File: config.mk
export PLATFORM = sky130hd
export DESIGN_NAME = mc_ctrl
export DESIGN_NICKNAME = d
export VERILOG_FILES = /design/src/rtl/mc_ctrl.sv
export SDC_FILE = /design/constraint.sdc
export NUM_CORES = 1
export LEC_CHECK = 0
export ABC_CLOCK_PERIOD_IN_PS = 2400
export CAP_MARGIN = 25
export CORE_ASPECT_RATIO = 1.4
export CORE_MARGIN = 5
export CORE_UTILIZATION = 30
export DETAILED_ROUTE_END_ITERATION = 10
export GPL_TIMING_DRIVEN = 1
export PLACE_DENSITY_LB_ADDON = 0.15
export SETUP_SLACK_MARGIN = 0.3
export SYNTH_ARGS = -nofsm -noshare
export SYNTH_HDL_FRONTEND = slang
export SYNTH_SLANG_ARGS = --single-unit
File: constraint.sdc
create_clock -name clk -period 2.4 [get_ports clk]
set_clock_uncertainty 0.05 [all_clocks]
set_input_delay 0.48 -clock clk [delete_from_list [all_inputs] [get_ports clk]]
set_output_delay 0.48 -clock clk [all_outputs]
set_load 0.005 [all_outputs]
File: src/rtl/mc_ctrl.sv
`default_nettype none
// ---------------------------------------------------------------------------
// mc_ctrl : multi-cycle MIPS sequencer driving the PC/IR/GRF/ALU/memory selects
// Revision: 1.0
// ---------------------------------------------------------------------------
module mc_ctrl #(
   parameter int unsigned RA_IDX = 31
) (
   input  logic        clk,
   input  logic        reset_n,
   input  logic [31:0] instr,
   input  logic        mem_ready,
   input  logic        alu_zero,
   output logic        mem_req,
   output logic        mem_we,
   output logic        mem_addr_sel,
   output logic        ir_write,
   output logic        pc_write,
   output logic [2:0]  next_pc_op,
   output logic        reg_write,
   output logic        a1_op,
   output logic [1:0]  reg_addr_op,
   output logic [2:0]  reg_data_op,
   output logic [2:0]  alu_op,
   output logic [2:0]  alu_b_sel,
   output logic        retire,
   output logic        illegal,
   output logic [2:0]  state
);

   typedef enum logic [2:0] {
      S_IDLE   = 3'd0,
      S_FETCH  = 3'd1,
      S_DECODE = 3'd2,
      S_EXEC   = 3'd3,
      S_MEM    = 3'd4,
      S_WB     = 3'd5
   } state_t;

   state_t state_q, state_d;

   logic [5:0] w_opc;
   logic [5:0] w_fn;
   logic       w_rtype;
   logic       w_add, w_sub, w_sll, w_jr, w_ori, w_lw, w_sw, w_beq, w_lui, w_jal;
   logic       w_legal;

   // Register-field bits and RA_IDX are consumed by the datapath, not here.
   logic       w_unused;
   assign w_unused = ^{instr[25:6], 5'(RA_IDX)};

   assign w_opc   = instr[31:26];
   assign w_fn    = instr[5:0];
   assign w_rtype = (w_opc == 6'h00);
   assign w_add   = w_rtype && (w_fn == 6'h20);
   assign w_sub   = w_rtype && (w_fn == 6'h22);
   assign w_sll   = w_rtype && (w_fn == 6'h00);
   assign w_jr    = w_rtype && (w_fn == 6'h08);
   assign w_ori   = (w_opc == 6'h0D);
   assign w_lw    = (w_opc == 6'h23);
   assign w_sw    = (w_opc == 6'h2B);
   assign w_beq   = (w_opc == 6'h04);
   assign w_lui   = (w_opc == 6'h0F);
   assign w_jal   = (w_opc == 6'h03);
   assign w_legal = w_add | w_sub | w_sll | w_jr | w_ori | w_lw | w_sw |
                    w_beq | w_lui | w_jal;

   logic       w_req, w_we, w_asel, w_irw, w_pcw, w_rw, w_a1, w_ret, w_ill;
   logic [2:0] w_npc, w_rdo, w_aop, w_bsel;
   logic [1:0] w_rao;

   always_comb begin
      state_d = state_q;
      w_req   = 1'b0;
      w_we    = 1'b0;
      w_asel  = 1'b0;
      w_irw   = 1'b0;
      w_pcw   = 1'b0;
      w_npc   = 3'd0;
      w_rw    = 1'b0;
      w_a1    = 1'b0;
      w_rao   = 2'd0;
      w_rdo   = 3'd0;
      w_aop   = 3'd0;
      w_bsel  = 3'd0;
      w_ret   = 1'b0;
      w_ill   = 1'b0;
      case (state_q)
         S_IDLE: state_d = S_FETCH;
         S_FETCH: begin
            w_req = 1'b1;
            if (mem_ready) begin
               w_irw   = 1'b1;
               w_pcw   = 1'b1;
               state_d = S_DECODE;
            end
         end
         S_DECODE: begin
            if (!w_legal) begin
               w_ill   = 1'b1;
               state_d = S_FETCH;
            end else if (w_lui || w_jal) begin
               state_d = S_WB;
            end else begin
               state_d = S_EXEC;
            end
         end
         S_EXEC: begin
            state_d = S_WB;
            if (w_sub) w_aop = 3'd1;
            if (w_ori) begin
               w_aop  = 3'd2;
               w_bsel = 3'd2;
            end
            if (w_lw || w_sw) begin
               w_bsel  = 3'd1;
               state_d = S_MEM;
            end
            if (w_sll) begin
               w_bsel = 3'd3;
               w_a1   = 1'b1;
            end
            if (w_beq) begin
               w_aop   = 3'd3;
               w_pcw   = alu_zero;
               w_npc   = 3'd1;
               w_ret   = 1'b1;
               state_d = S_FETCH;
            end
            if (w_jr) begin
               w_pcw   = 1'b1;
               w_npc   = 3'd3;
               w_ret   = 1'b1;
               state_d = S_FETCH;
            end
         end
         S_MEM: begin
            w_req  = 1'b1;
            w_asel = 1'b1;
            w_we   = w_sw;
            if (mem_ready) begin
               w_ret   = w_sw;
               state_d = w_sw ? S_FETCH : S_WB;
            end
         end
         S_WB: begin
            w_rw    = 1'b1;
            w_ret   = 1'b1;
            state_d = S_FETCH;
            if (w_lw) begin
               w_rao = 2'd1;
               w_rdo = 3'd1;
            end
            if (w_lui) begin
               w_rao = 2'd1;
               w_rdo = 3'd2;
            end
            // Link writes the already-advanced PC while the jump target loads.
            if (w_jal) begin
               w_rao = 2'd2;
               w_rdo = 3'd3;
               w_pcw = 1'b1;
               w_npc = 3'd2;
            end
         end
         default: state_d = S_IDLE;
      endcase
   end

   always_ff @(posedge clk) begin
      if (!reset_n) state_q <= S_IDLE;
      else          state_q <= state_d;
   end

   // Strobes are squashed while reset is held so no write escapes mid-instruction.
   assign mem_req      = reset_n & w_req;
   assign mem_we       = reset_n & w_we;
   assign ir_write     = reset_n & w_irw;
   assign pc_write     = reset_n & w_pcw;
   assign reg_write    = reset_n & w_rw;
   assign retire       = reset_n & w_ret;
   assign illegal      = reset_n & w_ill;
   assign mem_addr_sel = w_asel;
   assign next_pc_op   = w_npc;
   assign a1_op        = w_a1;
   assign reg_addr_op  = w_rao;
   assign reg_data_op  = w_rdo;
   assign alu_op       = w_aop;
   assign alu_b_sel    = w_bsel;
   assign state        = state_q;

endmodule
`default_nettype wire
==> results of run 1 <==
## cell usage in the layout (no fill, tap or decap), types with 4 or more instances in the layout
cell type                          n
sky130_fd_sc_hd__buf_6            10
sky130_fd_sc_hd__clkbuf_4          4
sky130_fd_sc_hd__nor2_1            8
sky130_fd_sc_hd__dlygate4sd2_1     7
sky130_fd_sc_hd__nand2_4           4
sky130_fd_sc_hd__nand2_1           7
sky130_fd_sc_hd__inv_1             4
sky130_fd_sc_hd__buf_4            35
sky130_fd_sc_hd__nand3_1           4
sky130_fd_sc_hd__buf_2            12
sky130_fd_sc_hd__clkdlybuf4s50_1   5
sky130_fd_sc_hd__conb_1            4
## stage by stage
step / cells / area, um^2
floorplan: 95 / 633
CTS: 188 / 1340
finish: 188 / 1400
global placement: 171 / 1160
global route: 188 / 1400
detailed placement: 171 / 1160
## kinds of logic (layout without fill, tap and decap cells)
group	count (synthesis)	after routing
AND/OR/NAND/NOR	55	55
AO/OA/AOI/OAI	17	17
buffers and inverters	14	86
flip-flops	3	3
multiplexers	2	2
other	1	4
## worst max-delay path, delay by kind of cell
kind,cells,cell delay (ns)
simple gates,4,0.77
compound gates,1,0.06
buf+inv,3,0.41
## area by class of cell
| cell class | instances | area share |
|---|---|---|
| inverter | 6 | 0.0161 |
| clock buffer | 4 | 0.0187 |
| multi-input combinational | 78 | 0.468 |
| tap | 21 | 0.0187 |
| sequential | 3 | 0.0464 |
| timing repair buffer | 76 | 0.432 |
## per-layer routing
metal | vias up | part of all wire
li1 | 467 | -
met3 | 2 | 0.068
met1 | 463 | 0.39
met2 | 48 | 0.54
met4 | 0 | 0.0066
met5 | - | 0
## what timing repair did
action                                  in CTS  in global routing
endpoints found under the setup margin      18                 15
buffers inserted                            13                  0
pin swaps                                   23                 17
gates resized for setup                    128                 24
## how the worst max path moves through the flow
stage              start            to  cells past startpoint
2_1_floorplan  instr[30]        retire                      6
4_1_cts        instr[29]  alu_b_sel[1]                      9
3_3_place_gp   instr[30]        retire                      7
6_report       instr[26]  alu_b_sel[1]                      8
5_1_grt        instr[29]  alu_b_sel[1]                      9
3_5_place_dp   instr[30]        retire                      7
## report_power, final
group | total (mW) | leakage, nW | switching (mW) | internal (mW)
combinational | 0.148 | 0.676 | 0.0692 | 0.0787
clock | 0.0885 | 0.0150 | 0.0262 | 0.0623
sequential | 0.0556 | 0.0259 | 0.00339 | 0.0522
total | 0.292 | 0.717 | 0.0987 | 0.193
==> impl_results.rst, run 1 <==
.. list-table::
   :header-rows: 1

   * - Metric
     - Value
   * - Clock slew seen by the registers of the worst setup and hold paths
     - 0.04 ns
   * - Cell leakage power
     - 0.717 nW
   * - Met1 usage
     - 0.211
   * - Adder-cell share of the synthesized area
     - 0
   * - Number of nets in the final layout
     - 204
   * - R2R Path Start
     - state[2]$_SDFFE_PN0P_
   * - Highest cell delay on the worst timing path
     - around 0.31 ns
   * - Layout cells sized above 1
     - 0.617
   * - Synth Register Bits
     - 3
   * - Fraction of met3 tracks used by global routing
     - 0.0372
   * - Number of vias per cell
     - roughly 5.2
   * - Worst-path cell with the longest stage delay
     - sky130_fd_sc_hd__nor4_4
   * - Core ar.
     - around 2000 um^2
   * - Path type of the worst setup path
     - in -> out
   * - Post-placement setup slack
     - -0.645 ns
   * - Number of synthesized flops with an enable pin
     - 0
   * - Maxcap violations
     - 0
   * - FFs w/ async S/R, synth
     - 0
   * - Cell occurring most often along the worst timing path
     - sky130_fd_sc_hd__buf_4
   * - Die Height
     - roughly 64 um
   * - Number of global-route vias before repair
     - 1033
   * - Worst path arrival time
     - 1.72 ns
   * - Final max-slew violation count
     - 0
   * - Initial standard-cell utilization of the core
     - 0.315
   * - Worst hold path class
     - reg -> reg
   * - Synth area leader
     - sky130_fd_sc_hd__dfxtp_1
   * - Weighted congestion reported at the end of routability-driven placement
     - roughly 0.88
   * - Placement row count
     - 19
   * - Final Util
     - 0.711
   * - Most common cell in the synthesized netlist
     - sky130_fd_sc_hd__nand2_1
   * - Die area
     - ~3100 um^2
   * - Portion of netlist area occupied by mux cells
     - 0.0362
   * - Dominant cells by area after synthesis
     - sky130_fd_sc_hd__dfxtp_1, sky130_fd_sc_hd__nand2_1, sky130_fd_sc_hd__buf_4, sky130_fd_sc_hd__nor2_1, sky130_fd_sc_hd__nor2b_1
   * - Total number of vias
     - 980
   * - Relative area change from synthesis to final layout
     - 126%
   * - Cell at the root of the clock tree
     - sky130_fd_sc_hd__clkbuf_4
   * - Global routing's busiest layer
     - met2
   * - Synthesized netlist cell count
     - 92
   * - Wire length per cell after detailed routing
     - roughly 15 um
   * - Num CTS Buffers
     - 3
   * - Status
     - finished clean
   * - Sequential fraction of the synthesis area
     - 0.0966
   * - Yosys warning total
     - 0
   * - Finish-stage setup viols
     - 0
   * - Number of buffers inserted for hold repair after clock tree synthesis
     - 0
   * - XOR/XNOR share of the synthesized area
     - 0
   * - Hold depth
     - 1
   * - Synthesized-area fraction occupied by and/or/nand/nor cells
     - 0.523
   * - TritonCTS clock tree
     - built
   * - Starting DRT DRC Count
     - 26
   * - Terminating pin of the worst hold path
     - state[0]$_SDFFE_PN0P_
   * - Number of placed I/O pins
     - 62
   * - Die boundary width
     - 48.5 um
   * - Portion of the clock cycle consumed by the worst path in the final layout
     - 0.937
   * - Flip-flop and latch area
     - ~65 um^2
   * - Cell depth of the worst flop-to-flop path
     - 5
   * - Nature of the critical path endpoint
     - output pin
   * - Number of antenna violations at the first check in global routing
     - 0
   * - Commonest cells in the netlist
     - sky130_fd_sc_hd__nand2_1, sky130_fd_sc_hd__nor2_1, sky130_fd_sc_hd__inv_1, sky130_fd_sc_hd__nand3_1
   * - Setup slack of the worst register-to-register path
     - between 1 and 1.5 ns
   * - Post-Syn Area per Cell
     - 6.76 um^2
   * - Total wirelength of the detailed-routed design
     - ~2.9 mm
   * - Insertion delay to the later sink of the worst-skew pair
     - approximately 0.23 ns
   * - Post-DP HPWL
     - approximately 1.9 mm
   * - Required time reported for the critical path endpoint
     - 1.87 ns
   * - Global-route usage over all layers
     - 0.184
   * - Final hold violation count
     - 0
   * - Upper clock frequency limit
     - between 400 and 500 MHz
   * - Final worst path period need
     - around 2.2 ns
   * - Maximum number of pins on one net before global-route repair
     - 9
   * - Hold path startpoint
     - state[2]$_SDFFE_PN0P_
   * - Flip-flop count of the largest register, all copies and words added
     - 3
   * - Synth unique cells
     - 36
   * - Total DRC errors in the routed layout
     - 0
   * - Antenna Nets Post-Route
     - 0
   * - Dominant combinational cell family by area after synthesis
     - simple AND/OR/NAND/NOR gates
   * - First-pass GRT wire length
     - approximately 4.8 mm
   * - Maximum net fanout on the critical path
     - 3
   * - CP startpoint kind
     - input pin
   * - Summed instance area of the synthesized netlist
     - about 620 um^2
   * - Power density over cell area
     - approximately 210 nW/um^2
   * - Final setup TNS
     - 0 ns
   * - Number of antenna diodes
     - 0
   * - H-tree lvl count
     - 1
   * - Area of the multi-input gates
     - around 660 um^2
   * - TritonRoute pass-1 iters
     - 4
   * - Post-synthesis compound-gate area fraction
     - 0.199
   * - Clock net sink count
     - 3
   * - Destination of the worst register-to-register timing path
     - state[2]$_SDFFE_PN0P_
   * - Number of I/O port buffers
     - 37
   * - GR Overflow Total
     - 0
   * - Crit-path cells
     - buf_4 > nor4_4 > nand2_1 > nor3_2 > nand3_2 > buf_4 > o21ai_1 > buf_2
   * - Met2 Resource Use GR
     - 0.332
   * - Total power draw
     - 0.292 mW
   * - Dominant synthesized flop cell
     - sky130_fd_sc_hd__dfxtp_1
   * - Buffers from clock root to sink, at most
     - 2
   * - Worst Setup Slack, final
     - around 0.15 ns
   * - Count of fill cells added during filler insertion
     - 160
   * - Setup repair after global routing missed its margin
     - yes
   * - Synth top area share
     - 0.0966
   * - Smallest hold slack
     - between 0.5 and 0.6 ns
   * - Peak ir drop on the vdd network
     - 0.304 mV
(Power assumes the default switching activity.)
==> inputs of run 2 (changes only) <==
CORE_UTILIZATION = 31   (was 30)
TNS_END_PERCENT = 5   (was not set)
==> impl_results.rst, run 2 (synthesized netlist as in run 1, its figures left out) <==
.. list-table::
   :header-rows: 1

   * - Metric
     - Value
   * - Total power draw
     - 0.277 mW (-5.1%)
   * - Global-route usage over all layers
     - 0.183 (-0.00124)
   * - Num CTS Buffers
     - 3 (unchanged)
   * - Nature of the critical path endpoint
     - output pin
   * - Number of vias per cell
     - 5.03 (-3.5%)
   * - Insertion delay to the later sink of the worst-skew pair
     - 0.23 ns (about the same)
   * - Clock net sink count
     - 3 (unchanged)
   * - Maximum number of pins on one net before global-route repair
     - 13 (+4)
   * - Path type of the worst setup path
     - in -> out
   * - Number of antenna diodes
     - 0 (unchanged)
   * - Most frequent cells in the layout
     - sky130_fd_sc_hd__buf_4, sky130_fd_sc_hd__dlygate4sd2_1, sky130_fd_sc_hd__buf_2, sky130_fd_sc_hd__nor2_1, sky130_fd_sc_hd__nand2_1
   * - Total number of vias
     - 941 (-4.0%)
   * - Number of nets in the final layout
     - 203 (-0.49%)
   * - Relative area change from synthesis to final layout
     - 116%
   * - TritonCTS clock tree
     - built
   * - Number of buffers inserted for hold repair after clock tree synthesis
     - 0 (unchanged)
   * - Total wirelength of the detailed-routed design
     - 2.68 mm (-7.2%)
   * - Layout cells sized above 1
     - 0.494 (-0.123)
   * - GR Overflow Total
     - 0 (unchanged)
   * - Die Height
     - 63.0 um (-1.4%)
   * - Final max-slew violation count
     - 0 (unchanged)
   * - Setup repair after global routing missed its margin
     - yes
   * - Placement row count
     - 19 (unchanged)
   * - Final setup TNS
     - 0 ns (unchanged)
   * - Core ar.
     - 1950 um^2 (-1.2%)
   * - Portion of the clock cycle consumed by the worst path in the final layout
     - 0.972 (+0.0349)
   * - Worst-path cell with the longest stage delay
     - sky130_fd_sc_hd__nor4b_4
   * - Count of fill cells added during filler insertion
     - 172 (+7.5%)
   * - Status
     - finished clean
   * - Die boundary width
     - 47.9 um (-1.3%)
   * - Final worst path period need
     - 2.33 ns (+0.0838 ns)
   * - Buffers from clock root to sink, at most
     - 2 (unchanged)
   * - Final hold violation count
     - 0 (unchanged)
   * - Highest cell delay on the worst timing path
     - 0.29 ns (-0.02 ns)
   * - Power density over cell area
     - 206 nW/um^2 (-1.0%)
   * - Antenna Nets Post-Route
     - 0 (unchanged)
   * - Crit-path cells
     - buf_2 > buf_4 > nor4b_4 > buf_4 > nand4_1 > a31oi_1 > buf_2
   * - Required time reported for the critical path endpoint
     - 1.87 ns (about the same)
   * - Area of the multi-input gates
     - 617 um^2 (-6.1%)
   * - Peak ir drop on the vdd network
     - 0.185 mV (-39%)
   * - Worst hold path class
     - reg -> reg
   * - Maximum net fanout on the critical path
     - 5 (+2)
   * - Die area
     - 3010 um^2 (-2.7%)
   * - Starting DRT DRC Count
     - 25 (-3.8%)
   * - Finish-stage setup viols
     - 0 (unchanged)
   * - Number of global-route vias before repair
     - 1047 (+1.4%)
   * - First-pass GRT wire length
     - 4.28 mm (-9.9%)
   * - Leading cell type in the layout, fill and taps excluded
     - sky130_fd_sc_hd__buf_4
   * - Cell at the root of the clock tree
     - sky130_fd_sc_hd__clkbuf_4
   * - Wire length per cell after detailed routing
     - 14.3 um (-6.7%)
   * - Cell leakage power
     - 0.665 nW (-7.2%)
   * - Total DRC errors in the routed layout
     - 0 (unchanged)
   * - TritonRoute pass-1 iters
     - 4 (unchanged)
   * - H-tree lvl count
     - 1 (unchanged)
   * - Post-DP HPWL
     - 1.90 mm (+2.5%)
   * - Number of I/O port buffers
     - 37 (unchanged)
   * - Maxcap violations
     - 0 (unchanged)
   * - Flip-flop count of the largest register, all copies and words added
     - 3 (unchanged)
   * - Flip-flop and latch area
     - 65.1 um^2 (unchanged)
   * - Initial standard-cell utilization of the core
     - 0.319 (+0.00384)
   * - Number of antenna violations at the first check in global routing
     - 0 (unchanged)
   * - Clock slew seen by the registers of the worst setup and hold paths
     - 0.04 ns (about the same)
   * - CP startpoint kind
     - input pin
   * - Worst path arrival time
     - 1.80 ns (+0.08 ns)
   * - Upper clock frequency limit
     - 429 MHz (-3.6%)
   * - Weighted congestion reported at the end of routability-driven placement
     - 0.853 (-2.5%)
   * - Number of placed I/O pins
     - 62 (unchanged)
## run 2: changes by cell type in the layout (fill, tap and decap cells not counted), sizes merged
cell	delta
buf	-7
dlygate4sd2	+5
clkbuf	-4
clkdlybuf4s15	+3
clkdlybuf4s50	+3
dlymetal6s2s	-1
## run 2: repair_timing
| action | in CTS | in global routing |
|---|---|---|
| pin swaps | 18 | 5 |
| gates resized for setup | 90 | 11 |
| setup endpoints to repair | 18 | 18 |
| setup buffers | 12 | 0 |
| hold endpoints to repair | 0 | 0 |
## run 2: per-layer routing
metal	up-vias	track usage	wire, um
met3	8	0.00865	164
li1	470	-	-
met2	37	0.313	1480
met4	0	0.0875	76
met1	426	0.214	958
met5	-	0	0
## run 2: worst max-delay path: cells and delay by family
family,cells,cell delay (ns)
AO/OA/AOI/OAI,1,0.23
buffers and inverters,4,0.68
AND/OR/NAND/NOR,2,0.42
## run 2: stage by stage
step	cells	util	instance area [um^2]	worst slack, ns	hold WS [ns]
finish	187	0.690	1350	0.0666	0.468
floorplan	95	-	633	0.417	0.506
CTS	187	0.674	1310	0.0449	0.498
global route	187	0.690	1350	0.0107	0.505
detailed placement	171	0.596	1160	-0.576	0.520
global placement	171	0.596	1160	-0.571	0.516
## run 2: cell type report
cell class,count,area share
Timing Repair Buffer,75,0.437
Tap cell,21,0.0195
Clock buffer,4,0.0195
Inverter,6,0.0167
Multi-Input combinational cell,78,0.459
Sequential cell,3,0.0484
## run 2: final timing paths
path / slack, ns / cells after the start / startpoint / endpoint
worst min-delay path: 0.47 / 1 / state[2]$_SDFFE_PN0P_ / state[0]$_SDFFE_PN0P_
worst min register to register: 0.47 / 1 / state[2]$_SDFFE_PN0P_ / state[0]$_SDFFE_PN0P_
worst max register to register: 1.11 / 4 / state[2]$_SDFFE_PN0P_ / state[2]$_SDFFE_PN0P_
worst max-delay path: 0.07 / 7 / instr[30] / retire
## run 2: where the power goes
group / switching [mW] / internal (mW) / total, mW
sequential: 0.00423 / 0.0522 / 0.0564
combinational: 0.0635 / 0.0691 / 0.133
clock: 0.0257 / 0.0623 / 0.0880
total: 0.0935 / 0.184 / 0.277
